--- config.mk ---
export PLATFORM = sky130hd
export DESIGN_NAME = wb_mem_arbiter
export DESIGN_NICKNAME = d
export VERILOG_FILES = /design/src/rtl/wb_arb_pkg.sv /design/src/rtl/wb_arb_watchdog.sv /design/src/rtl/wb_mem_arbiter.sv
export SDC_FILE = /design/constraint.sdc
export NUM_CORES = 1
export LEC_CHECK = 0
export BUFFER_PORTS_ARGS = -buffer_cell sky130_fd_sc_hd__buf_2
export CAP_MARGIN = 20
export CORE_AREA = 8 8 121 123
export CTS_CLUSTER_SIZE = 8
export DETAILED_ROUTE_END_ITERATION = 8
export DIE_AREA = 0 0 129 131
export GPL_TIMING_DRIVEN = 0
export PLACE_DENSITY = 0.69
export SLEW_MARGIN = 10
export SYNTH_ARGS = -nofsm -noshare
export SYNTH_HDL_FRONTEND = slang
export SYNTH_SLANG_ARGS = --single-unit
--- constraint.sdc ---
create_clock -name wb_clk_i -period 3.1 [get_ports wb_clk_i]
set_clock_uncertainty 0.2 [all_clocks]
set_input_delay 0.62 -clock wb_clk_i [delete_from_list [all_inputs] [get_ports wb_clk_i]]
set_output_delay 0.62 -clock wb_clk_i [all_outputs]
set_load 0.01 [all_outputs]
--- src/rtl/wb_arb_pkg.sv ---
// Shared types and defaults for the two-master Wishbone memory arbiter.
package wb_arb_pkg;

  localparam int unsigned WB_ADDR_WIDTH = 32;
  localparam int unsigned WB_DATA_WIDTH = 32;
  localparam int unsigned WB_SEL_WIDTH  = WB_DATA_WIDTH / 8;
  localparam int unsigned WD_WIDTH      = 16;

  typedef enum logic [1:0] {
    IDLE = 2'd0,
    OWN0 = 2'd1,
    OWN1 = 2'd2,
    TOUT = 2'd3
  } arb_state_t;

  typedef struct packed {
    logic                     cyc;
    logic                     stb;
    logic                     we;
    logic [WB_ADDR_WIDTH-1:0] adr;
    logic [WB_SEL_WIDTH-1:0]  sel;
    logic [WB_DATA_WIDTH-1:0] dat;
  } wb_req_t;

  typedef struct packed {
    logic                     ack;
    logic                     err;
    logic                     rty;
    logic [WB_DATA_WIDTH-1:0] dat;
  } wb_rsp_t;

  // Outside IDLE the last granted master is always the current owner.
  function automatic logic [1:0] owner_onehot(arb_state_t st, logic owner);
    if (st == IDLE) return 2'b00;
    return owner ? 2'b10 : 2'b01;
  endfunction

endpackage

--- src/rtl/wb_arb_watchdog.sv ---
// Response watchdog: counts unanswered strobe cycles and fires on the last allowed one.
module wb_arb_watchdog #(
  parameter int unsigned TIMEOUT   = 256,
  parameter int unsigned CNT_WIDTH = 16
) (
  input  logic clk_i,
  input  logic rst_n_i,
  input  logic clear_i,
  input  logic enable_i,
  output logic fire_o
);

  localparam logic [CNT_WIDTH-1:0] LIMIT = CNT_WIDTH'(TIMEOUT - 1);

  logic [CNT_WIDTH-1:0] cnt_q, cnt_d;

  assign fire_o = enable_i && !clear_i && (cnt_q == LIMIT);

  always_comb begin
    cnt_d = cnt_q;
    if (clear_i || fire_o) begin
      cnt_d = '0;
    end else if (enable_i) begin
      cnt_d = cnt_q + CNT_WIDTH'(1);
    end
  end

  always_ff @(posedge clk_i) begin
    if (!rst_n_i) begin
      cnt_q <= '0;
    end else begin
      cnt_q <= cnt_d;
    end
  end

endmodule

--- src/rtl/wb_mem_arbiter.sv ---
// Two-master Wishbone B3 classic arbiter in front of the shared data RAM slave.
module wb_mem_arbiter
  import wb_arb_pkg::*;
#(
  parameter int unsigned ADDR_WIDTH = WB_ADDR_WIDTH,
  parameter int unsigned DATA_WIDTH = WB_DATA_WIDTH,
  parameter int unsigned TIMEOUT    = 256,
  parameter int unsigned SEL_WIDTH  = DATA_WIDTH / 8
) (
  input  logic                  wb_clk_i,
  input  logic                  wb_rst_n_i,
  input  logic                  m0_wb_cyc_i,
  input  logic                  m0_wb_stb_i,
  input  logic                  m0_wb_we_i,
  input  logic [ADDR_WIDTH-1:0] m0_wb_adr_i,
  input  logic [SEL_WIDTH-1:0]  m0_wb_sel_i,
  input  logic [DATA_WIDTH-1:0] m0_wb_dat_i,
  output logic                  m0_wb_ack_o,
  output logic                  m0_wb_err_o,
  output logic                  m0_wb_rty_o,
  output logic [DATA_WIDTH-1:0] m0_wb_dat_o,
  input  logic                  m1_wb_cyc_i,
  input  logic                  m1_wb_stb_i,
  input  logic                  m1_wb_we_i,
  input  logic [ADDR_WIDTH-1:0] m1_wb_adr_i,
  input  logic [SEL_WIDTH-1:0]  m1_wb_sel_i,
  input  logic [DATA_WIDTH-1:0] m1_wb_dat_i,
  output logic                  m1_wb_ack_o,
  output logic                  m1_wb_err_o,
  output logic                  m1_wb_rty_o,
  output logic [DATA_WIDTH-1:0] m1_wb_dat_o,
  output logic                  s_wb_cyc_o,
  output logic                  s_wb_stb_o,
  output logic                  s_wb_we_o,
  output logic [ADDR_WIDTH-1:0] s_wb_adr_o,
  output logic [SEL_WIDTH-1:0]  s_wb_sel_o,
  output logic [DATA_WIDTH-1:0] s_wb_dat_o,
  input  logic                  s_wb_ack_i,
  input  logic                  s_wb_err_i,
  input  logic                  s_wb_rty_i,
  input  logic [DATA_WIDTH-1:0] s_wb_dat_i,
  output logic [1:0]            gnt_o,
  output logic                  timeout_o
);

  arb_state_t state_q, state_d;
  logic       last_q, last_d;
  logic       own, tout, own_cyc, oth_cyc;
  logic       wd_en, wd_fire;

  assign own     = (state_q == OWN0) || (state_q == OWN1);
  assign tout    = (state_q == TOUT);
  assign own_cyc = last_q ? m1_wb_cyc_i : m0_wb_cyc_i;
  assign oth_cyc = last_q ? m0_wb_cyc_i : m1_wb_cyc_i;

  always_comb begin
    s_wb_cyc_o = 1'b0;
    s_wb_stb_o = 1'b0;
    s_wb_we_o  = 1'b0;
    s_wb_adr_o = '0;
    s_wb_sel_o = '0;
    s_wb_dat_o = '0;
    if (own && last_q) begin
      s_wb_cyc_o = m1_wb_cyc_i;
      s_wb_stb_o = m1_wb_cyc_i & m1_wb_stb_i;
      s_wb_we_o  = m1_wb_we_i;
      s_wb_adr_o = m1_wb_adr_i;
      s_wb_sel_o = m1_wb_sel_i;
      s_wb_dat_o = m1_wb_dat_i;
    end else if (own) begin
      s_wb_cyc_o = m0_wb_cyc_i;
      s_wb_stb_o = m0_wb_cyc_i & m0_wb_stb_i;
      s_wb_we_o  = m0_wb_we_i;
      s_wb_adr_o = m0_wb_adr_i;
      s_wb_sel_o = m0_wb_sel_i;
      s_wb_dat_o = m0_wb_dat_i;
    end
  end

  // Slave terminations reach only the owner; anything outside OWNx is dropped.
  assign m0_wb_ack_o = own & ~last_q & s_wb_ack_i;
  assign m0_wb_err_o = (own & ~last_q & s_wb_err_i) | (tout & ~last_q);
  assign m0_wb_rty_o = own & ~last_q & s_wb_rty_i;
  assign m1_wb_ack_o = own & last_q & s_wb_ack_i;
  assign m1_wb_err_o = (own & last_q & s_wb_err_i) | (tout & last_q);
  assign m1_wb_rty_o = own & last_q & s_wb_rty_i;
  assign m0_wb_dat_o = s_wb_dat_i;
  assign m1_wb_dat_o = s_wb_dat_i;

  assign gnt_o     = owner_onehot(state_q, last_q);
  assign timeout_o = tout;

  assign wd_en = own & s_wb_stb_o & ~(s_wb_ack_i | s_wb_err_i | s_wb_rty_i);

  wb_arb_watchdog #(
    .TIMEOUT  (TIMEOUT),
    .CNT_WIDTH(WD_WIDTH)
  ) u_watchdog (
    .clk_i   (wb_clk_i),
    .rst_n_i (wb_rst_n_i),
    .clear_i (~wd_en),
    .enable_i(wd_en),
    .fire_o  (wd_fire)
  );

  always_comb begin
    state_d = state_q;
    last_d  = last_q;
    case (state_q)
      IDLE: begin
        if (m0_wb_cyc_i && m1_wb_cyc_i) begin
          last_d  = ~last_q;
          state_d = last_q ? OWN0 : OWN1;
        end else if (m0_wb_cyc_i) begin
          last_d  = 1'b0;
          state_d = OWN0;
        end else if (m1_wb_cyc_i) begin
          last_d  = 1'b1;
          state_d = OWN1;
        end
      end
      OWN0, OWN1: begin
        // err holds the grant; rty yields only when the other master is waiting
        if (!own_cyc) begin
          state_d = IDLE;
        end else if (s_wb_err_i) begin
          state_d = state_q;
        end else if (s_wb_rty_i && oth_cyc) begin
          state_d = IDLE;
        end else if (wd_fire) begin
          state_d = TOUT;
        end
      end
      TOUT: begin
        if (own_cyc) begin
          state_d = last_q ? OWN1 : OWN0;
        end else begin
          state_d = IDLE;
        end
      end
      default: state_d = IDLE;
    endcase
  end

  always_ff @(posedge wb_clk_i) begin
    if (!wb_rst_n_i) begin
      state_q <= IDLE;
      last_q  <= 1'b1;
    end else begin
      state_q <= state_d;
      last_q  <= last_d;
    end
  end

endmodule

## Word level (Yosys, flattened, before mapping)

Index checks and enable logic that the tools add are counted.

| cells by class | value |
|---|---|
| add/subtract/negate cells | 1 |
| equal/unequal tests | 7 |
| mux-type cells | 31 |
| bitwise logic cells | 22 |
| reduce and logical (&&, ||, !) cells | 12 |

Operators with widths:

| cell | count |
|---|---|
| two-way mux 32 bit | 4 |
| two-way mux 2 bit | 12 |
| adder 16 x 1 -> 16 bit (second input constant) | 1 |
| == test 16 x 8 -> 1 bit (second input constant) | 1 |
| bitwise AND 1 bit | 14 |
| two-way mux 1 bit | 12 |
| two-way mux 4 bit | 2 |
| inequality test 4 x 3 -> 1 bit (second input constant) | 2 |
| case mux 2 bit (3 select lines) | 1 |
| == test 2 bit (second input constant) | 2 |
| logical AND 1 bit | 4 |
| inverter 1 bit | 4 |
| OR 1 bit | 4 |
| OR reduction 2 bit | 2 |
| inequality test 3 bit (second input constant) | 1 |
| AND reduction 3 bit | 1 |
| nonzero test 3 bit | 1 |
| == test 2 x 1 -> 1 bit (second input constant) | 1 |
| zero test 2 bit | 1 |
| logical OR 1 bit | 2 |
| AND reduction 2 bit | 1 |

| word-level totals | value |
|---|---|
| register bits | 19 |
| bits of input ports | 179 |
| output and inout port bits | 144 |
| logic and storage cells | 76 |

## Longest topological paths before layout

| depth | value |
|---|---|
| word-level depth | 12 |
| mapped depth | 8 |
| mapped depth without buffers | 7 |

## By module

Synthesis repeated with hierarchy kept, for this count alone.

| second synthesis, totals | value |
|---|---|
| cell total of the unflattened synthesis | 356 |
| area, all modules | 2796.4 µm² |

Modules (own cells, without submodules):

| module | times used | cells each | area an instance (µm²) | sequential area each (µm²) |
|---|---|---|---|---|
| wb_mem_arbiter | 1 | 268 | 2019.4 | 60.1 |
| wb_arb_watchdog | 1 | 88 | 777.0 | 320.3 |

## Worst setup path after synthesis

Ideal clock, no wire load.

| timing | value |
|---|---|
| kind | register -> output |
| from | reg state_q[0] |
| to | out s_wb_adr_o[15] |
| arrival | 1421 ps |
| required time | 2280 ps |
| path slack | 859 ps |
| stages on the path, launching flop included | 6 |
| buffers on the path | 2 |
| cell sequence | dfxtp_1 -> inv_1 -> ha_1 -> clkbuf_1 -> clkbuf_1 -> nor2b_1 |

| between the ends | value |
|---|---|
| cells in the longest elaborated chain, start to end | 4 |
| elaborated cells between the ends (all ways) | 6 |
| classes of those cells | 2 x eq/ne; 2 x mux; 2 x reduce/logical |

Ends and longest elaborated chain:

| what | RTL line | text |
|---|---|---|
| start: declaration | wb_mem_arbiter.sv:46 | `arb_state_t state_q, state_d;` |
| start signal: assignment | wb_mem_arbiter.sv:150 | `state_q <= state_d;` |
| == test 2 x 1 -> 1 bit or == test 2 bit (tied branches) | wb_mem_arbiter.sv:51 | `assign own = (state_q == OWN0) \|\| (state_q == OWN1);` |
| logical OR 1 bit * | wb_mem_arbiter.sv:51 |  |
| two-way mux 32 bit or logical AND 1 bit (tied branches) | wb_mem_arbiter.sv:70, wb_mem_arbiter.sv:63 |  |
| two-way mux 32 bit * | wb_mem_arbiter.sv:63 | `if (own && last_q) begin` |
| end: declaration | wb_mem_arbiter.sv:35 | `output logic [ADDR_WIDTH-1:0] s_wb_adr_o,` |

Every way passes the cells marked *; elsewhere a longest branch is shown, timed or not.

## Worst setup path after layout

| timing | value |
|---|---|
| from | reg state_q[0] |
| to | out s_wb_dat_o[0] |

| between the ends | value |
|---|---|
| cells in the longest elaborated chain, start to end | 4 |
| elaborated cells between the ends (all ways) | 6 |
| classes of those cells | 2 x eq/ne; 2 x mux; 2 x reduce/logical |

Ends and longest elaborated chain:

| what | RTL line | text |
|---|---|---|
| == test 2 x 1 -> 1 bit or == test 2 bit (tied branches) | wb_mem_arbiter.sv:51 |  |
| logical OR 1 bit * | wb_mem_arbiter.sv:51 |  |
| two-way mux 32 bit or logical AND 1 bit (tied branches) | wb_mem_arbiter.sv:70, wb_mem_arbiter.sv:63 |  |
| two-way mux 32 bit * | wb_mem_arbiter.sv:63 |  |
| end: declaration | wb_mem_arbiter.sv:37 | `output logic [DATA_WIDTH-1:0] s_wb_dat_o,` |

Marks and branches as above.

==> summary.md <==
| Metric | Value |
|---|---|
| CTS tree | yes |
| Multiplexer share of the synthesized area | a little over a quarter |
| I/O Pins | roughly 320 |
| Sequential fraction of the synthesis area | 13.87% |
| Post-Layout Cell Count | between 800 and 900 |
| Nets@finish | a little over 800 |
| Net Sw Power | roughly 1.2 mW |
| CTS root buf | clkbuf_16 |
| Cts hold-fix bufs | 0 |
| Synthesized flop and latch total | 19 |
| Most common cell after layout, fill and taps aside | buf_2 |
| Max cap viols | 0 |
| Fin Hold WS | about 0.24 ns |
| Die Width | around 130 um |
| WP depth | 6 |
| Hold Path Cell Cnt | 1 |
| Post-synth top flop | dfxtp_1 |
| DR vias | between 3000 and 4000 |
| Peak supply drop | between 0.2 and 0.3 mV |
| Combinational power share | about 79% |
| Final instance area | about 0.0045 mm2 |
| H-Tree Depth | 1 |
| Crit path cell chain | inv_1 > ha_1 > clkbuf_2 > clkbuf_1 > nor2b_1 > buf_2 |
| Antenna cells | 0 |
| DRC violations left | 0 |
| Synthesized Nets | 529 |
| Skew-Pair Late Insertion Delay | approximately 0.25 ns |
| Max Fanout on Critical Path | 10 |
| Post-synth EDFFs | 0 |
| Post-route minimum period | slightly below 3 ns |
| Top delay family on crit path | buffers and inverters |
| # resized after CTS | 1 |
| WP data arrival | approximately 2.1 ns |
| Layout area overhead | 63.96% |
| Setup TNS | 0 ns |
| Gr usage total | between 10% and 20% |
| Internal | ~1.4 mW |
| Synth Warn # | 0 |
| Drt total wl | around 13000 um |
| Worst Tran Pin Value | about 0.7 ns |
| Synth Area in Simple Gates | approximately 30% |
| Crit. End Element | output port |
| Via density per instance | 4.069 |
| Synth cell types | 37 |
| CP startpoint kind | flop |
| Die Y | 131 um |
| Routed Antenna Nets | 0 |
| CTS Buffer Depth | 2 |
| Pins Over Slew Limit | 0 |
| Post-CTS Setup Inserts | 0 |
| Outcome | completed |
| Largest family of logic cells by synthesized area | simple AND/OR/NAND/NOR gates |
| Setup violators final | 0 |
| Final hold vios | 0 |
| R2R cell count | 7 |
| Total gr overflow | 0 |
| FF/Latch Area | between 300 and 400 um2 |
| Hold Path Class | flop to flop |
| RSZ-0062 raised after global routing | no |
| Port bufs | 290 |
| Placed cell count | roughly 800 |
| Clock Power Share | a little over a tenth |
| Initial core utilization | 21.30% |
| Fmax | 346.0 MHz |
| Rows | between 40 and 50 |
| Pin count of the biggest net entering global routing | 11 |
| Area of the die | approximately 0.017 mm2 |
| CTS clk-pin slew, worst paths | roughly 0.05 ns |
| Total clock sinks | 19 |
| DP HPWL | around 12000 um |
| Post-Synthesis Cells | ~350 |
| Synthesized area | between 0.002 and 0.003 mm2 |
| Initial antenna violation count | 0 |
| Pwr dens | roughly 570 mW/mm2 |
| Layout cells sized above 1 | around 58% |
| Critical path class | flop to output port |
| DR pass1 iterations | 4 |
| Synth Area in Adders | under 10% |
| Placer Congestion | about 0.83 |
| Post-synthesis xor/xnor area fraction | between 3 and 4% |
| Slowest-stage cell, CP | ha_1 |
| Post-synthesis average cell area | ~7.9 um2 |
| Required time worst endpoint | roughly 2.3 ns |
| Max transition margin | 54.59% |
| Multi-input gate area | about 0.0018 mm2 |
| Core footprint | approximately 0.013 mm2 |
| Post-DP Area | around 0.0044 mm2 |
| Buf/Inv on CP | 4 |
| First-pass GRT wire length | 17650 um |
| Crit path largest cell delay | 0.42 ns |
| Leak | about 2.8 nW |
| Compound-cell area share of the yosys netlist | under 10% |
| DR WL/cell | roughly 16 um |
| Sequential Power Share | a little over a tenth |
| Sw Ratio | between 40% and 50% |
| Commonest non-fill, non-tap cells in the layout | buf_2 (297), nor2b_1 (75), mux2i_1 (72), buf_4 (64), nor2_1 (22) |
| Fillers | approximately 1400 |
| Vias in the first global route | roughly 3300 |
| CTS buffer count | 3 |
| Synth async-reset ratio | 0% |
| DR iter-0 viols | 86 |
| Final worst path period share | 93.23% |
## worst paths after layout
path	start	slack [ns]	end
setup / recovery	state_q[0]$_SDFFE_PN0P_	0.21	s_wb_dat_o[0]
hold / removal	u_watchdog.cnt_q[0]$_SDFFE_PP0P_	0.24	u_watchdog.cnt_q[0]$_SDFFE_PP0P_
setup reg to reg	state_q[0]$_SDFFE_PN0P_	0.90	state_q[1]$_SDFFE_PN0P_
hold reg to reg	u_watchdog.cnt_q[0]$_SDFFE_PP0P_	0.24	u_watchdog.cnt_q[0]$_SDFFE_PP0P_
## power groups by stage
stage	clock network [mW]	logic, mW	registers, mW
global placement	0	2.05	0.275
finish	0.264	2.01	0.270
detailed placement	0	2.05	0.275
global route	0.284	2.19	0.271
floorplan	0	1.21	0.272
CTS	0.273	2.06	0.270
## sequential cells by signal, summed over array words and instances (netlist names)
name              count
last_q                1
state_q               2
u_watchdog.cnt_q     16
## per-layer routing
metal	up-vias	wire length (um)	GRT usage, %
li1	1683	-	-
met1	1444	4853	14.96
met2	184	6532	23.31
met3	13	1486	5.682
met4	0	211	3.594
met5	-	0	0
## metrics by stage
step / setup WS, ns / util, % / power [mW]
after global routing: 0.03281 / 34.93 / 2.748
after detailed placement: 0.2754 / 34.29 / 2.323
after CTS: 0.05367 / 34.91 / 2.600
final: 0.2099 / 34.93 / 2.542
after global placement: 0.2749 / 34.29 / 2.321
after floorplan: 0.8588 / - / 1.479
## logic make-up after synthesis
| logic type | Yosys count |
|---|---|
| buf+inv | 87 |
| mux | 72 |
| simple gates | 142 |
| compound gates | 12 |
| flops | 19 |
| fa+ha+maj | 3 |
| xor+xnor | 12 |
## layout make-up
cell class / instances / share of cell area, %
tap: 176 / 4.897
buffer: 84 / 12.83
timing repair buffer: 290 / 32.28
inverter: 3 / 0.2504
multi-input combinational: 241 / 39.54
clock buffer: 4 / 1.753
sequential: 19 / 8.459
## Yosys cell counts (2+ instances only)
cell type	n	area, um2
nor2b_1	75	469.2
mux2i_1	72	720.7
buf_4	64	480.5
nor2_1	22	82.58
dfxtp_1	19	380.4
clkbuf_1	11	41.29
nand2_1	10	37.54
xor2_1	10	87.58
buf_2	8	40.04
and3_1	7	43.79
nand4_1	7	43.79
nand3_1	5	25.02
a21oi_1	4	20.02
ha_1	3	37.54
inv_1	3	11.26
o21ai_0	3	15.01
and4_1	2	17.52
nor4_1	2	12.51
xnor2_1	2	17.52
Note: power is estimated with default switching activity, not from simulation.
